[config.mk]
export PLATFORM = sky130hd
export DESIGN_NAME = multimode_wave_gen_flat
export DESIGN_NICKNAME = d
export VERILOG_FILES = /design/src/rtl/multimode_wave_gen_if.sv /design/src/rtl/multimode_wave_gen.sv /design/src/flat_wrapper.sv
export SDC_FILE = /design/constraint.sdc
export NUM_CORES = 1
export LEC_CHECK = 0
export CAP_MARGIN = 40
export CORE_ASPECT_RATIO = 1.2
export CORE_MARGIN = 2
export CORE_UTILIZATION = 46
export CTS_CLUSTER_DIAMETER = 120
export CTS_CLUSTER_SIZE = 20
export DETAILED_ROUTE_END_ITERATION = 8
export GPL_TIMING_DRIVEN = 0
export PLACE_DENSITY = 0.65
export RECOVER_POWER = 100
export SYNTH_ARGS = -nofsm -noshare
export SYNTH_HDL_FRONTEND = slang
export SYNTH_SLANG_ARGS = --single-unit
[constraint.sdc]
create_clock -name clk -period 8.25 [get_ports clk]
set_input_delay 0.825 -clock clk [delete_from_list [all_inputs] [get_ports clk]]
set_output_delay 0.825 -clock clk [all_outputs]
set_load 0.02 [all_outputs]
[src/rtl/multimode_wave_gen_if.sv]
// Control and waveform signal bundle for multimode_wave_gen.
// The master drives enable and configuration; the slave returns the waveform and its strobes.
interface multimode_wave_gen_if #(
   parameter int WIDTH = 16
);
   logic             enable;
   logic [1:0]       mode_in;
   logic [WIDTH-1:0] max_in;
   logic [WIDTH-1:0] step_in;
   logic             cfg_load;
   logic             cfg_ack;
   logic [WIDTH-1:0] count;
   logic             direction;
   logic             period_tick;

   modport master (
      output enable, mode_in, max_in, step_in, cfg_load,
      input  cfg_ack, count, direction, period_tick
   );

   modport slave (
      input  enable, mode_in, max_in, step_in, cfg_load,
      output cfg_ack, count, direction, period_tick
   );
endinterface

[src/rtl/multimode_wave_gen.sv]
// Triangle / saw-up / saw-down / square code generator with run-time peak and step.
// New settings wait in a shadow register and take effect only at a period boundary.
module multimode_wave_gen #(
   parameter int         WIDTH        = 16,
   parameter int         DEFAULT_MAX  = 15151,
   parameter logic [1:0] DEFAULT_MODE = 2'b00
) (
   input  logic                 clk,
   input  logic                 reset,
   multimode_wave_gen_if.slave  bus
);
   localparam logic [1:0] MODE_TRI = 2'b00;
   localparam logic [1:0] MODE_UP  = 2'b01;
   localparam logic [1:0] MODE_DN  = 2'b10;
   localparam logic [1:0] MODE_SQ  = 2'b11;

   typedef enum logic {RISING = 1'b0, FALLING = 1'b1} dir_t;

   logic [1:0]       r_mode, r_sh_mode;
   logic [WIDTH-1:0] r_max, r_sh_max, r_step, r_sh_step;
   logic             r_pending;
   logic [WIDTH-1:0] r_acc;
   dir_t             r_dir;
   logic [WIDTH-1:0] r_count;
   logic             r_direction, r_tick, r_ack;

   logic [WIDTH-1:0] w_step_eff;
   logic [WIDTH:0]   w_sum;
   logic [WIDTH-1:0] w_acc_nat;
   dir_t             w_dir_nat;
   logic             w_wrap, w_apply;
   logic [1:0]       w_mode_next, w_sh_mode_next;
   logic [WIDTH-1:0] w_max_next, w_step_next, w_sh_max_next, w_sh_step_next;
   logic             w_pending_next;
   logic [WIDTH-1:0] w_acc_next, w_count_next;
   dir_t             w_dir_next;
   logic             w_direction_next, w_tick_next, w_ack_next;

   // Free-running next state of the current waveform, ignoring enable and reconfiguration.
   always_comb begin
      w_step_eff = (r_step == '0) ? WIDTH'(1) : r_step;
      w_sum      = {1'b0, r_acc} + {1'b0, w_step_eff};
      w_acc_nat  = r_acc;
      w_dir_nat  = r_dir;
      w_wrap     = 1'b0;
      if (r_max == '0) begin
         w_acc_nat = '0;
         w_dir_nat = RISING;
         w_wrap    = 1'b1;
      end else begin
         case (r_mode)
            MODE_UP: begin
               if (w_sum > {1'b0, r_max}) begin
                  w_acc_nat = '0;
                  w_wrap    = 1'b1;
               end else begin
                  w_acc_nat = w_sum[WIDTH-1:0];
               end
            end
            MODE_DN: begin
               if (r_acc < w_step_eff) begin
                  w_acc_nat = r_max;
                  w_wrap    = 1'b1;
               end else begin
                  w_acc_nat = r_acc - w_step_eff;
               end
            end
            default: begin
               if (r_dir == RISING) begin
                  if (w_sum >= {1'b0, r_max}) begin
                     w_acc_nat = r_max;
                     w_dir_nat = FALLING;
                  end else begin
                     w_acc_nat = w_sum[WIDTH-1:0];
                  end
               end else if (r_acc <= w_step_eff) begin
                  w_acc_nat = '0;
                  w_dir_nat = RISING;
                  w_wrap    = 1'b1;
               end else begin
                  w_acc_nat = r_acc - w_step_eff;
               end
            end
         endcase
      end
   end

   always_comb begin
      w_apply        = r_pending && (!bus.enable || w_wrap);
      w_mode_next    = r_mode;
      w_max_next     = r_max;
      w_step_next    = r_step;
      w_acc_next     = r_acc;
      w_dir_next     = r_dir;
      w_tick_next    = 1'b0;
      w_ack_next     = 1'b0;
      w_sh_mode_next = r_sh_mode;
      w_sh_max_next  = r_sh_max;
      w_sh_step_next = r_sh_step;
      w_pending_next = r_pending;

      if (w_apply) begin
         w_mode_next = r_sh_mode;
         w_max_next  = r_sh_max;
         w_step_next = r_sh_step;
         w_acc_next  = (r_sh_mode == MODE_DN) ? r_sh_max : '0;
         w_dir_next  = RISING;
         w_ack_next  = 1'b1;
         w_tick_next = bus.enable;
         w_pending_next = 1'b0;
      end else if (bus.enable) begin
         w_acc_next  = w_acc_nat;
         w_dir_next  = w_dir_nat;
         w_tick_next = w_wrap;
      end

      // A load coinciding with an apply is kept for the following boundary.
      if (bus.cfg_load) begin
         w_sh_mode_next = bus.mode_in;
         w_sh_max_next  = bus.max_in;
         w_sh_step_next = bus.step_in;
         w_pending_next = 1'b1;
      end

      if (w_mode_next == MODE_SQ)
         w_count_next = (w_dir_next == FALLING) ? w_max_next : '0;
      else
         w_count_next = w_acc_next;
      w_direction_next = ((w_mode_next == MODE_TRI) || (w_mode_next == MODE_SQ))
                         && (w_dir_next == FALLING);
   end

   always_ff @(posedge clk or posedge reset) begin
      if (reset) begin
         r_mode      <= DEFAULT_MODE;
         r_max       <= WIDTH'(DEFAULT_MAX);
         r_step      <= WIDTH'(1);
         r_sh_mode   <= DEFAULT_MODE;
         r_sh_max    <= WIDTH'(DEFAULT_MAX);
         r_sh_step   <= WIDTH'(1);
         r_pending   <= 1'b0;
         r_acc       <= '0;
         r_dir       <= RISING;
         r_count     <= '0;
         r_direction <= 1'b0;
         r_tick      <= 1'b0;
         r_ack       <= 1'b0;
      end else begin
         r_mode      <= w_mode_next;
         r_max       <= w_max_next;
         r_step      <= w_step_next;
         r_sh_mode   <= w_sh_mode_next;
         r_sh_max    <= w_sh_max_next;
         r_sh_step   <= w_sh_step_next;
         r_pending   <= w_pending_next;
         r_acc       <= w_acc_next;
         r_dir       <= w_dir_next;
         r_count     <= w_count_next;
         r_direction <= w_direction_next;
         r_tick      <= w_tick_next;
         r_ack       <= w_ack_next;
      end
   end

   assign bus.count       = r_count;
   assign bus.direction   = r_direction;
   assign bus.period_tick = r_tick;
   assign bus.cfg_ack     = r_ack;
endmodule

[src/flat_wrapper.sv]
// flat-port wrapper written by rule: the top's interface ports become plain ports
module multimode_wave_gen_flat 
#(
   parameter int         WIDTH        = 16,
   parameter int         DEFAULT_MAX  = 15151,
   parameter logic [1:0] DEFAULT_MODE = 2'b00
)
  (clk, reset, bus_enable, bus_mode_in, bus_max_in, bus_step_in, bus_cfg_load, bus_cfg_ack, bus_count, bus_direction, bus_period_tick);
  multimode_wave_gen_if #(.WIDTH(WIDTH)) bus_i ();
  input  logic clk;
  input  logic reset;
  input wire logic [$bits(bus_i.enable)-1:0] bus_enable;
  input wire logic [$bits(bus_i.mode_in)-1:0] bus_mode_in;
  input wire logic [$bits(bus_i.max_in)-1:0] bus_max_in;
  input wire logic [$bits(bus_i.step_in)-1:0] bus_step_in;
  input wire logic [$bits(bus_i.cfg_load)-1:0] bus_cfg_load;
  output wire logic [$bits(bus_i.cfg_ack)-1:0] bus_cfg_ack;
  output wire logic [$bits(bus_i.count)-1:0] bus_count;
  output wire logic [$bits(bus_i.direction)-1:0] bus_direction;
  output wire logic [$bits(bus_i.period_tick)-1:0] bus_period_tick;
  assign bus_i.enable = bus_enable;
  assign bus_i.mode_in = bus_mode_in;
  assign bus_i.max_in = bus_max_in;
  assign bus_i.step_in = bus_step_in;
  assign bus_i.cfg_load = bus_cfg_load;
  assign bus_cfg_ack = bus_i.cfg_ack;
  assign bus_count = bus_i.count;
  assign bus_direction = bus_i.direction;
  assign bus_period_tick = bus_i.period_tick;
  multimode_wave_gen #(.WIDTH(WIDTH), .DEFAULT_MAX(DEFAULT_MAX), .DEFAULT_MODE(DEFAULT_MODE)) u_core (.clk(clk), .reset(reset), .bus(bus_i));
endmodule
==> summary.md, run 1 <==
| Metric | Value |
|---|---|
| Multi-input gate area | 4190 sq um |
| Hpwl dp | 17.74 mm |
| Final Setup Violations | 0 |
| Fraction of layout cells with a size suffix above 1 | 0.1256 |
| ANT cells | 0 |
| Commonest non-fill, non-tap cell in the layout | nand2_1 |
| Compound-Gate Fraction of Synth Area | 0.2180 |
| GRT Total Usage | 0.2870 |
| Least-Margin Pin Slew | 3435 ps |
| DRC | 0 |
| Max-Cap Viols | 2 |
| Setup CP Type | flop to flop |
| Global routing met3 resource utilization | 0.04792 |
| Bufs and invs on worst path | 8 |
| Final WL | approximately 24 mm |
| Largest family of logic cells by synthesized area | compound AO/OA/AOI/OAI gates |
| Failing checks | max-capacitance violations, max-slew violations |
| Worst hold path class | flop to flop |
| Met1 Usage GRT | 0.3613 |
| Crit Reg-Reg Startpoint | u_core.r_step[9]$_DFFE_PP0N_ |
| Syn_nets | between 900 and 1000 |
| DRT Pass-1 Iters | 6 |
| Total negative setup slack | 0 ps |
| GP Congestion | approximately 1.0 |
| Count of input and output buffers | 55 |
| Nets | 979 |
| Chip width | around 120 microns |
| Highest-count cells in the layout ignoring fill and taps | nand2_1, dfrtp_1, o21ai_0 |
| Critical path launch point type | flop |
| Slowest cell on the critical path | o311ai_0 |
| Most frequent CP cell | ha_1 |
| Crit path max-delay family | compound AO/OA/AOI/OAI gates |
| CP endpoint kind | flop |
| Hold_buf cts | 0 |
| Worst Slack Setup Final | 424.6 ps |
| Post-synthesis simple-gate area fraction | 0.1435 |
| Design area | 8459 sq um |
| Overflow after GRT | 0 |
| Post-Syn Instances | 818 |
| Worst-path clk slew | around 80 ps |
| P&R area growth vs syn | 14.71% |
| Filler cells | 1479 |
| Antenna viol nets, final | 0 |
| DRT iter0 DRCs | a little under 500 |
| CTS Buffer Depth | 2 |
| Synth Register Bits | 105 |
| Starting Density | 0.4715 |
| Crit path from | u_core.r_step[9]$_DFFE_PP0N_ |
| Status | finished with violations |
| Clock Root Buffer | clkbuf_16 |
| Die height | approximately 140 microns |
| CP required | 8480 ps |
| Syn Area/Cell | roughly 9 sq um |
| TritonCTS sink count | 105 |
| Mux contribution to synthesized area | 0.08975 |
| I/O pin count | 57 |
| XOR/XNOR share of the synthesized area | 0.02613 |
| Global-route wire length before repair | 36.98 mm |
| Row cnt | 50 |
| Die ar. | ~17000 sq um |
| Sequential area share after synthesis | 0.3600 |
| Cts bufs inserted | 9 |
| Post-Synth Adder-Cell Area | 0.09365 |
| Fmax | 127.8 MHz |
| CP max FO | 10 |
| Routed length per instance | 21.48 microns |
| Synth top area cells | dfrtp_1, ha_1, dfstp_2 |
| Cell Area, Synth | about 7400 sq um |
| Hold Startpoint | u_core.r_sh_step[12]$_DFFE_PP0P_ |
| Minimum clock period | 7825 ps |
| RSZ-0062 raised after global routing | no |
| Async set-or-reset flop fraction in the synthesized netlist | 1.000 |
| Routing usage on met2 | 0.4788 |
| Most used DFF post-synth | dfrtp_1 |
| Fin Clk Skew | 7.788 ps |
| Storage element area | 2655 sq um |
| Placed cell count | 1085 |
| Finished Layout Cells | 1100 |
| Layer with the highest usage | met2 |
| Hold Violations, Final | 0 |
| Via count | around 6600 |
| Routed vias/inst | approximately 6.0 |
| Worst relative slew slack | -1.290 |
| Clk_lat worst skew | 370 ps |
| Initial antenna violation count | 0 |
| Htree depth | 3 |
| Final Cycle Share | 0.9485 |
| Synth unique cells | 77 |
| Yosys top cell area share | 0.2816 |
| Max incr delay on CP | 480 ps |
| CTS tree | built |
| Core ar. | roughly 16000 sq um |
| Placed inst area | 8235 sq um |
| Synth area leader | dfrtp_1 |
| Synth warnings | 0 |
| CP Data Arrival Time | 8060 ps |
| Largest net degree at the start of global routing | 66 |
| Setup slack at placement | 322.9 ps |
| Post-synth EDFFs | 0 |
| Vias in the first global route | between 6000 and 7000 |
| Pins Over Slew Limit | 108 |
-- synth_stat cells, drive strengths merged, types with 3 or more instances --
master and instances:
a22oi 4, nor3 14, mux2i 20, clkbuf 39, nand2b 12, a31oi 4
nand2 84, o2111ai 3, o21ai 71, a21o 6, or3 8, and3 5
a2111oi 7, o2bb2ai 3, mux2 41, o211ai 16, a221o 4, a211oi 11
nor2 33, nor2b 8, o221ai 3, o311ai 6, dfstp 22, o31ai 4
ha 52, a211o 5, clkinv 4, buf 22, a21oi 50, nand4 4
a221oi 6, and2 4, inv 58, nand3 31, a32oi 7, o21a 3
o21bai 4, nor4 12, dfrtp 83, xnor2 20
-- through the flow --
step	utilization	hold slack, ps
4_1_cts	0.5458	480.9
3_3_place_gp	0.5234	464.7
5_1_grt	0.5409	510.2
2_1_floorplan	-	446.0
6_report	0.5409	476.0
3_5_place_dp	0.5266	469.6
-- worst paths after layout --
kind	cells after the start	slack [ps]	end
max	29	420	u_core.bus.count[2]$_DFF_PP0_
min in group asynchronous	2	1330	u_core.r_sh_step[6]$_DFFE_PP0P_
min reg2reg	2	480	u_core.r_step[12]$_DFFE_PP0N_
max reg2reg	29	420	u_core.bus.count[2]$_DFF_PP0_
max in group asynchronous	3	3020	u_core.r_acc[9]$_DFF_PP0_
min	2	480	u_core.r_step[12]$_DFFE_PP0N_
-- routing by layer --
metal	share of wire	wire length [microns]
met2	0.48	11360
met4	0.047	1109
met3	0.058	1359
met1	0.41	9798
met5	0	0
-- layout make-up --
cell class | instances | area share
Multi-Input combinational cell | 590 | 0.4953
Sequential cell | 105 | 0.3139
Timing Repair Buffer | 59 | 0.06700
Tap cell | 208 | 0.03076
Buffer | 60 | 0.02988
Inverter | 62 | 0.02766
Clock buffer | 9 | 0.02662
Clock inverter | 7 | 0.008874
-- repair_timing --
action | 4_1_cts | 5_1_grt
endpoints found under the setup margin | 0 | 13
resized for setup | 0 | 3
buffers inserted | 0 | 0
-- worst reg2reg max path: cells and delay by family (launching register included) --
| family | cells | cell delay, ps |
|---|---|---|
| compound gates | 13 | 3880 |
| buf+inv | 8 | 1620 |
| fa+ha+maj | 4 | 1140 |
| simple gates | 4 | 670 |
| flops | 1 | 390 |
-- sequential cells by signal (all words and copies together) (netlist names) --
| signal | flops |
|---|---|
| u_core.r_acc | 16 |
| u_core.bus.direction | 1 |
| u_core.r_max | 16 |
| u_core.r_pending | 1 |
| u_core.bus.period_tick | 1 |
| u_core.r_sh_mode | 2 |
| u_core.r_dir | 1 |
| u_core.r_step | 16 |
| u_core.r_sh_step | 16 |
| u_core.bus.count | 16 |
| u_core.r_mode | 2 |
| u_core.bus.cfg_ack | 1 |
| u_core.r_sh_max | 16 |
-- cells by family after synthesis --
| logic type | Yosys count |
|---|---|
| XOR/XNOR | 22 |
| multiplexers | 61 |
| adder cells (fa/ha/maj) | 54 |
| AND/OR/NAND/NOR | 221 |
| flip-flops | 105 |
| AO/OA/AOI/OAI | 232 |
| buffers and inverters | 123 |
Power of run 1 is not shown: default switching activity piles up to over one toggle a cycle in this logic, so the estimate is an artifact.
==> run 2, diff against run 1 <==
==> constraint.sdc (replaced) <==
create_clock -name clk -period 8.3 [get_ports clk]
set_input_delay 0.83 -clock clk [delete_from_list [all_inputs] [get_ports clk]]
set_output_delay 0.83 -clock clk [all_outputs]
set_load 0.02 [all_outputs]
==> summary.md, run 2 (same netlist as run 1, synthesis figures left out) <==
| Metric | Value |
|---|---|
| Count of input and output buffers | 55 (unchanged) |
| CP Data Arrival Time | 8020 ps (-40 ps) |
| Filler cells | 1478 (-0.068%) |
| Nets | 979 (unchanged) |
| Worst hold path class | flop to flop |
| Overflow after GRT | 0 (unchanged) |
| Total negative setup slack | 0 ps (unchanged) |
| Largest net degree at the start of global routing | 66 (unchanged) |
| Clock Root Buffer | clkbuf_16 |
| Status | finished with violations |
| Minimum clock period | 7791 ps (-34.74 ps) |
| P&R area growth vs syn | 14.78% (about the same) |
| Fin Clk Skew | 9.923 ps (+2.134 ps) |
| Routed length per instance | 21.51 microns (+0.17%) |
| Vias in the first global route | 6540 (unchanged) |
| Max incr delay on CP | 500 ps (+20 ps) |
| Critical Path End | u_core.bus.count[2]$_DFF_PP0_ |
| Failing checks | max-capacitance violations, max-slew violations |
| Worst-path clk slew | 80 ps (about the same) |
| Most frequent CP cell | ha_1 |
| CTS tree | built |
| I/O pin count | 57 (unchanged) |
| Final Cycle Share | 0.9386 (-0.009899) |
| Row cnt | 50 (unchanged) |
| Via count | 6577 (+0.061%) |
| DRT Pass-1 Iters | 5 (-1) |
| Initial antenna violation count | 0 (unchanged) |
| Final WL | 23.67 mm (+0.17%) |
| CP endpoint kind | flop |
| Crit path max-delay family | compound AO/OA/AOI/OAI gates |
| Least-Margin Pin Slew | 3452 ps (+17.23 ps) |
| Worst relative slew slack | -1.301 (-0.01149) |
| GP Congestion | 1.024 (unchanged) |
| Hpwl dp | 17.74 mm (unchanged) |
| Worst r2r path cells | 29 (unchanged) |
| Post CTS Setup Buffer Count | 0 (unchanged) |
| Die height | 142.7 microns (unchanged) |
| Global-route wire length before repair | 36.98 mm (unchanged) |
| Crit Reg-Reg Startpoint | u_core.r_step[9]$_DFFE_PP0N_ |
| GRT Total Usage | 0.2870 (unchanged) |
| DRT iter0 DRCs | 495 (+0.20%) |
| CTS Buffer Depth | 2 (unchanged) |
| Slowest cell on the critical path | o311ai_0 |
| Die ar. | 17060 sq um (unchanged) |
| CP Depth | 29 (unchanged) |
| R2R setup slack | 510 ps (+80 ps) |
| CP required | 8530 ps (+50 ps) |
| Antenna viol nets, final | 0 (unchanged) |
| Clk_lat worst skew | 370 ps (about the same) |
| Setup CP Type | flop to flop |
| Core ar. | 15640 sq um (unchanged) |
| Bufs and invs on worst path | 8 (unchanged) |
| CP max FO | 10 (unchanged) |
| Crit path from | u_core.r_step[9]$_DFFE_PP0N_ |
| Fmax | 128.4 MHz (+0.45%) |
| Critical path launch point type | flop |
| Final Setup Violations | 0 (unchanged) |
| Commonest non-fill, non-tap cell in the layout | nand2_1 |
| Cts bufs inserted | 9 (unchanged) |
| ANT cells | 0 (unchanged) |
| Hold Violations, Final | 0 (unchanged) |
| TritonCTS sink count | 105 (unchanged) |
| RR Endpoint | u_core.bus.count[2]$_DFF_PP0_ |
| Htree depth | 3 (unchanged) |
| Pins Over Slew Limit | 108 (unchanged) |
| Max-Cap Viols | 2 (unchanged) |
| Routed vias/inst | 5.979 (about the same) |
| Highest-count cells in the layout ignoring fill and taps | nand2_1, dfrtp_1, o21ai_0 |
| Fraction of layout cells with a size suffix above 1 | 0.1267 (+0.001121) |
| DRC | 0 (unchanged) |
| Chip width | 119.6 microns (unchanged) |
| Starting Density | 0.4715 (unchanged) |
| RSZ-0062 raised after global routing | no |
run 2: changes by cell type in the layout (fill, tap and decap cells not counted):
| cell | previous run | this run |
|---|---|---|
| o211ai_1 | 16 | 15 |
| o211ai_2 | 0 | 1 |
run 2: layout make-up:
| cell class | count | area (sq um) | area share |
|---|---|---|---|
| Clock inverter | 7 | 75.07 | 0.008869 |
| Tap cell | 208 | 260.3 | 0.03075 |
| Multi-Input combinational cell | 590 | 4195 | 0.4956 |
| Buffer | 60 | 252.7 | 0.02986 |
| Inverter | 62 | 234.0 | 0.02764 |
| Clock buffer | 9 | 225.2 | 0.02661 |
| Sequential cell | 105 | 2655 | 0.3137 |
| Timing Repair Buffer | 59 | 566.8 | 0.06696 |
run 2: layer usage:
metal  routed length (microns)  GRT usage
met5                         0          0
met3                      1379    0.04792
met4                      1137     0.1406
met2                     11290     0.4788
met1                      9861     0.3613
run 2: how the worst min path moves through the flow:
stage	cells after the start	from	end	slack (ps)
2_1_floorplan	2	u_core.r_sh_step[10]$_DFFE_PP0P_	u_core.r_step[10]$_DFFE_PP0N_	450
3_5_place_dp	2	u_core.r_sh_step[5]$_DFFE_PP0P_	u_core.r_step[5]$_DFFE_PP0N_	470
6_report	2	u_core.r_sh_step[12]$_DFFE_PP0P_	u_core.r_step[12]$_DFFE_PP0N_	480
3_3_place_gp	2	u_core.r_sh_step[8]$_DFFE_PP0P_	u_core.r_step[8]$_DFFE_PP0N_	460
5_1_grt	2	u_core.r_sh_step[5]$_DFFE_PP0P_	u_core.r_step[5]$_DFFE_PP0N_	510
4_1_cts	2	u_core.r_sh_step[12]$_DFFE_PP0P_	u_core.r_step[12]$_DFFE_PP0N_	480
run 2: timing repair:
action | CTS | global route
setup endpoints to repair | 0 | 12
hold buffers | 0 | 0
resized for setup | 0 | 3
run 2: worst register-to-register path: cells and delay by family (launching register included):
kind	cells	cell delay, ps
compound gates	13	3860
buf+inv	8	1600
fa+ha+maj	4	1140
simple gates	4	650
flops	1	390
run 2: metrics by stage:
stage / std cells / hold slack (ps) / cell area, sq um / setup WS [ps] / utilization
4_1_cts: 1101 / 480.9 / 8536 / 289.3 / 0.5458
2_1_floorplan: 818 / 446.0 / 7375 / 2212 / -
3_5_place_dp: 1085 / 469.6 / 8235 / 372.9 / 0.5266
6_report: 1100 / 476.3 / 8464 / 509.4 / 0.5412
5_1_grt: 1100 / 510.2 / 8464 / 62.47 / 0.5412
3_3_place_gp: 1081 / 464.7 / 8185 / 36.75 / 0.5234
Power of run 2 is left out for the same reason.
==> run 3, diff against run 2 <==
--- a/config.mk
+++ b/config.mk
@@ -15,6 +15,7 @@
 export GPL_TIMING_DRIVEN = 0
 export PLACE_DENSITY = 0.65
 export RECOVER_POWER = 100
+export SLEW_MARGIN = 25
 export SYNTH_ARGS = -nofsm -noshare
 export SYNTH_HDL_FRONTEND = slang
 export SYNTH_SLANG_ARGS = --single-unit
==> summary.md, run 3 (same netlist as run 1, synthesis figures left out) <==
| Metric | Value |
|---|---|
| Hpwl dp | 17.75 mm (about the same) |
| Worst Slack Setup Final | 505.9 ps (-3.465 ps) |
| Cts bufs inserted | 9 (unchanged) |
| Htree depth | 3 (unchanged) |
| Starting Density | 0.4715 (unchanged) |
| DRT Pass-1 Iters | 5 (unchanged) |
| CTS Buffer Depth | 2 (unchanged) |
| Final Cycle Share | 0.9390 (about the same) |
| Via count | 6603 (+0.40%) |
| Chip width | 119.6 microns (unchanged) |
| ANT cells | 0 (unchanged) |
| Worst hold path class | flop to flop |
| CP required | 8550 ps (+20 ps) |
| Worst relative slew slack | -1.332 (-0.03041) |
| Die ar. | 17060 sq um (unchanged) |
| Hold Violations, Final | 0 (unchanged) |
| Setup slack at placement | 405.4 ps (+32.51 ps) |
| Failing checks | max-capacitance violations, max-slew violations |
| Status | finished with violations |
| Slowest cell on the critical path | nor3_1 |
| Routed vias/inst | 5.997 (+0.30%) |
| Finished Layout Cells | 1101 (+0.091%) |
| DRC | 0 (unchanged) |
| Setup CP Type | flop to flop |
| Fin Clk Skew | 10.23 ps (+0.3103 ps) |
| Largest net degree at the start of global routing | 67 (+1.5%) |
| Count of input and output buffers | 55 (unchanged) |
| CP max FO | 10 (unchanged) |
| Final WL | 23.59 mm (-0.33%) |
| Max-Cap Viols | 2 (unchanged) |
| Routed length per instance | 21.42 microns (-0.42%) |
| CP endpoint kind | flop |
| Antenna viol nets, final | 0 (unchanged) |
| Critical path launch point type | flop |
| Final Setup Violations | 0 (unchanged) |
| Least-Margin Pin Slew | 3498 ps (+45.62 ps) |
| Hold_buf cts | 0 (unchanged) |
| CTS tree | built |
| Commonest non-fill, non-tap cell in the layout | nand2_1 |
| Minimum clock period | 7794 ps (+3.465 ps) |
| Placed cell count | 1085 (unchanged) |
| Overflow after GRT | 0 (unchanged) |
| Die height | 142.7 microns (unchanged) |
| TritonCTS sink count | 105 (unchanged) |
| P&R area growth vs syn | 14.52% |
| I/O pin count | 57 (unchanged) |
| Global-route wire length before repair | 37.03 mm (+0.15%) |
| Nets | 980 (+0.10%) |
| Most frequent CP cell | ha_1 |
| Max incr delay on CP | 450 ps (-50 ps) |
| Post-layout util | 0.5400 (-0.001200) |
| Clk_lat worst skew | 370 ps (about the same) |
| Fmax | 128.3 MHz (about the same) |
| RSZ-0062 raised after global routing | no |
| CP Data Arrival Time | 8040 ps (+20 ps) |
| Worst-path clk slew | 80 ps (about the same) |
| Total negative setup slack | 0 ps (unchanged) |
| Core ar. | 15640 sq um (unchanged) |
| Vias in the first global route | 6626 (+1.3%) |
| Initial antenna violation count | 0 (unchanged) |
| GP Congestion | 1.024 (unchanged) |
| Highest-count cells in the layout ignoring fill and taps | nand2_1, dfrtp_1, o21ai_0 |
| Clock Root Buffer | clkbuf_16 |
| DRT iter0 DRCs | 457 (-7.7%) |
| Fraction of layout cells with a size suffix above 1 | 0.1243 (-0.002382) |
| Row cnt | 50 (unchanged) |
| Pins Over Slew Limit | 108 (unchanged) |
| GRT Total Usage | 0.2864 (-0.0006200) |
==> run 3: cell types whose count changed in the layout (fill, tap and decap cells not counted), sizes merged <==
cell,before,now
clkbuf,57,59
clkinv,9,4
clkinvlp,1,3
inv,59,61
==> run 3: final cells by class <==
type	instances	area, sq um
fillers	1492	7194
clock buffers	10	229.0
well taps	208	260.3
flip-flops and latches	105	2655
inverters	62	234.0
multi-input cells	590	4185
plain buffers	60	254.0
clock inverters	6	57.56
repair buffers	60	570.5
==> run 3: path summary, 6_finish.rpt <==
path | cells past startpoint | slack (ps) | start | end
min in group asynchronous | 2 | 1340 | reset | u_core.r_sh_step[6]$_DFFE_PP0P_
setup reg to reg | 31 | 510 | u_core.r_step[13]$_DFFE_PP0N_ | u_core.bus.count[15]$_DFF_PP0_
hold / removal | 2 | 480 | u_core.r_sh_step[12]$_DFFE_PP0P_ | u_core.r_step[12]$_DFFE_PP0N_
max in group asynchronous | 3 | 2990 | reset | u_core.r_acc[9]$_DFF_PP0_
hold reg to reg | 2 | 480 | u_core.r_sh_step[12]$_DFFE_PP0P_ | u_core.r_step[12]$_DFFE_PP0N_
setup / recovery | 31 | 510 | u_core.r_step[13]$_DFFE_PP0N_ | u_core.bus.count[15]$_DFF_PP0_
==> run 3: per-stage QoR <==
step                      area [sq um]  hold slack [ps]
after global routing              8446            510.2
after CTS                         8524            486.9
final                             8446            482.0
after detailed placement          8238            467.5
after global placement            8185            464.7
after floorplan                   7375            446.0
==> run 3: timing repair <==
action,CTS,global route
gates resized for setup,0,3
buffers inserted,0,0
endpoints found under the setup margin,0,11
==> run 3: metal layers <==
metal  global-route usage  vias to the layer above  routed length (microns)
met3              0.04673                       57                     1284
li1                     -                     3083                        -
met2               0.4719                      240                    11340
met5                    0                        -                        0
met1               0.3623                     3223                     9849
met4               0.1498                        0                     1109
==> run 3: critical path, delay by kind of cell, from the launching register on <==
kind / cells / cell delay (ps)
AOI/OAI and AO/OA: 13 / 3370
and+or+nand+nor: 7 / 1370
buffers and inverters: 7 / 1330
adders and majority gates: 4 / 1160
DFF: 1 / 400
Power of run 3 is left out for the same reason.
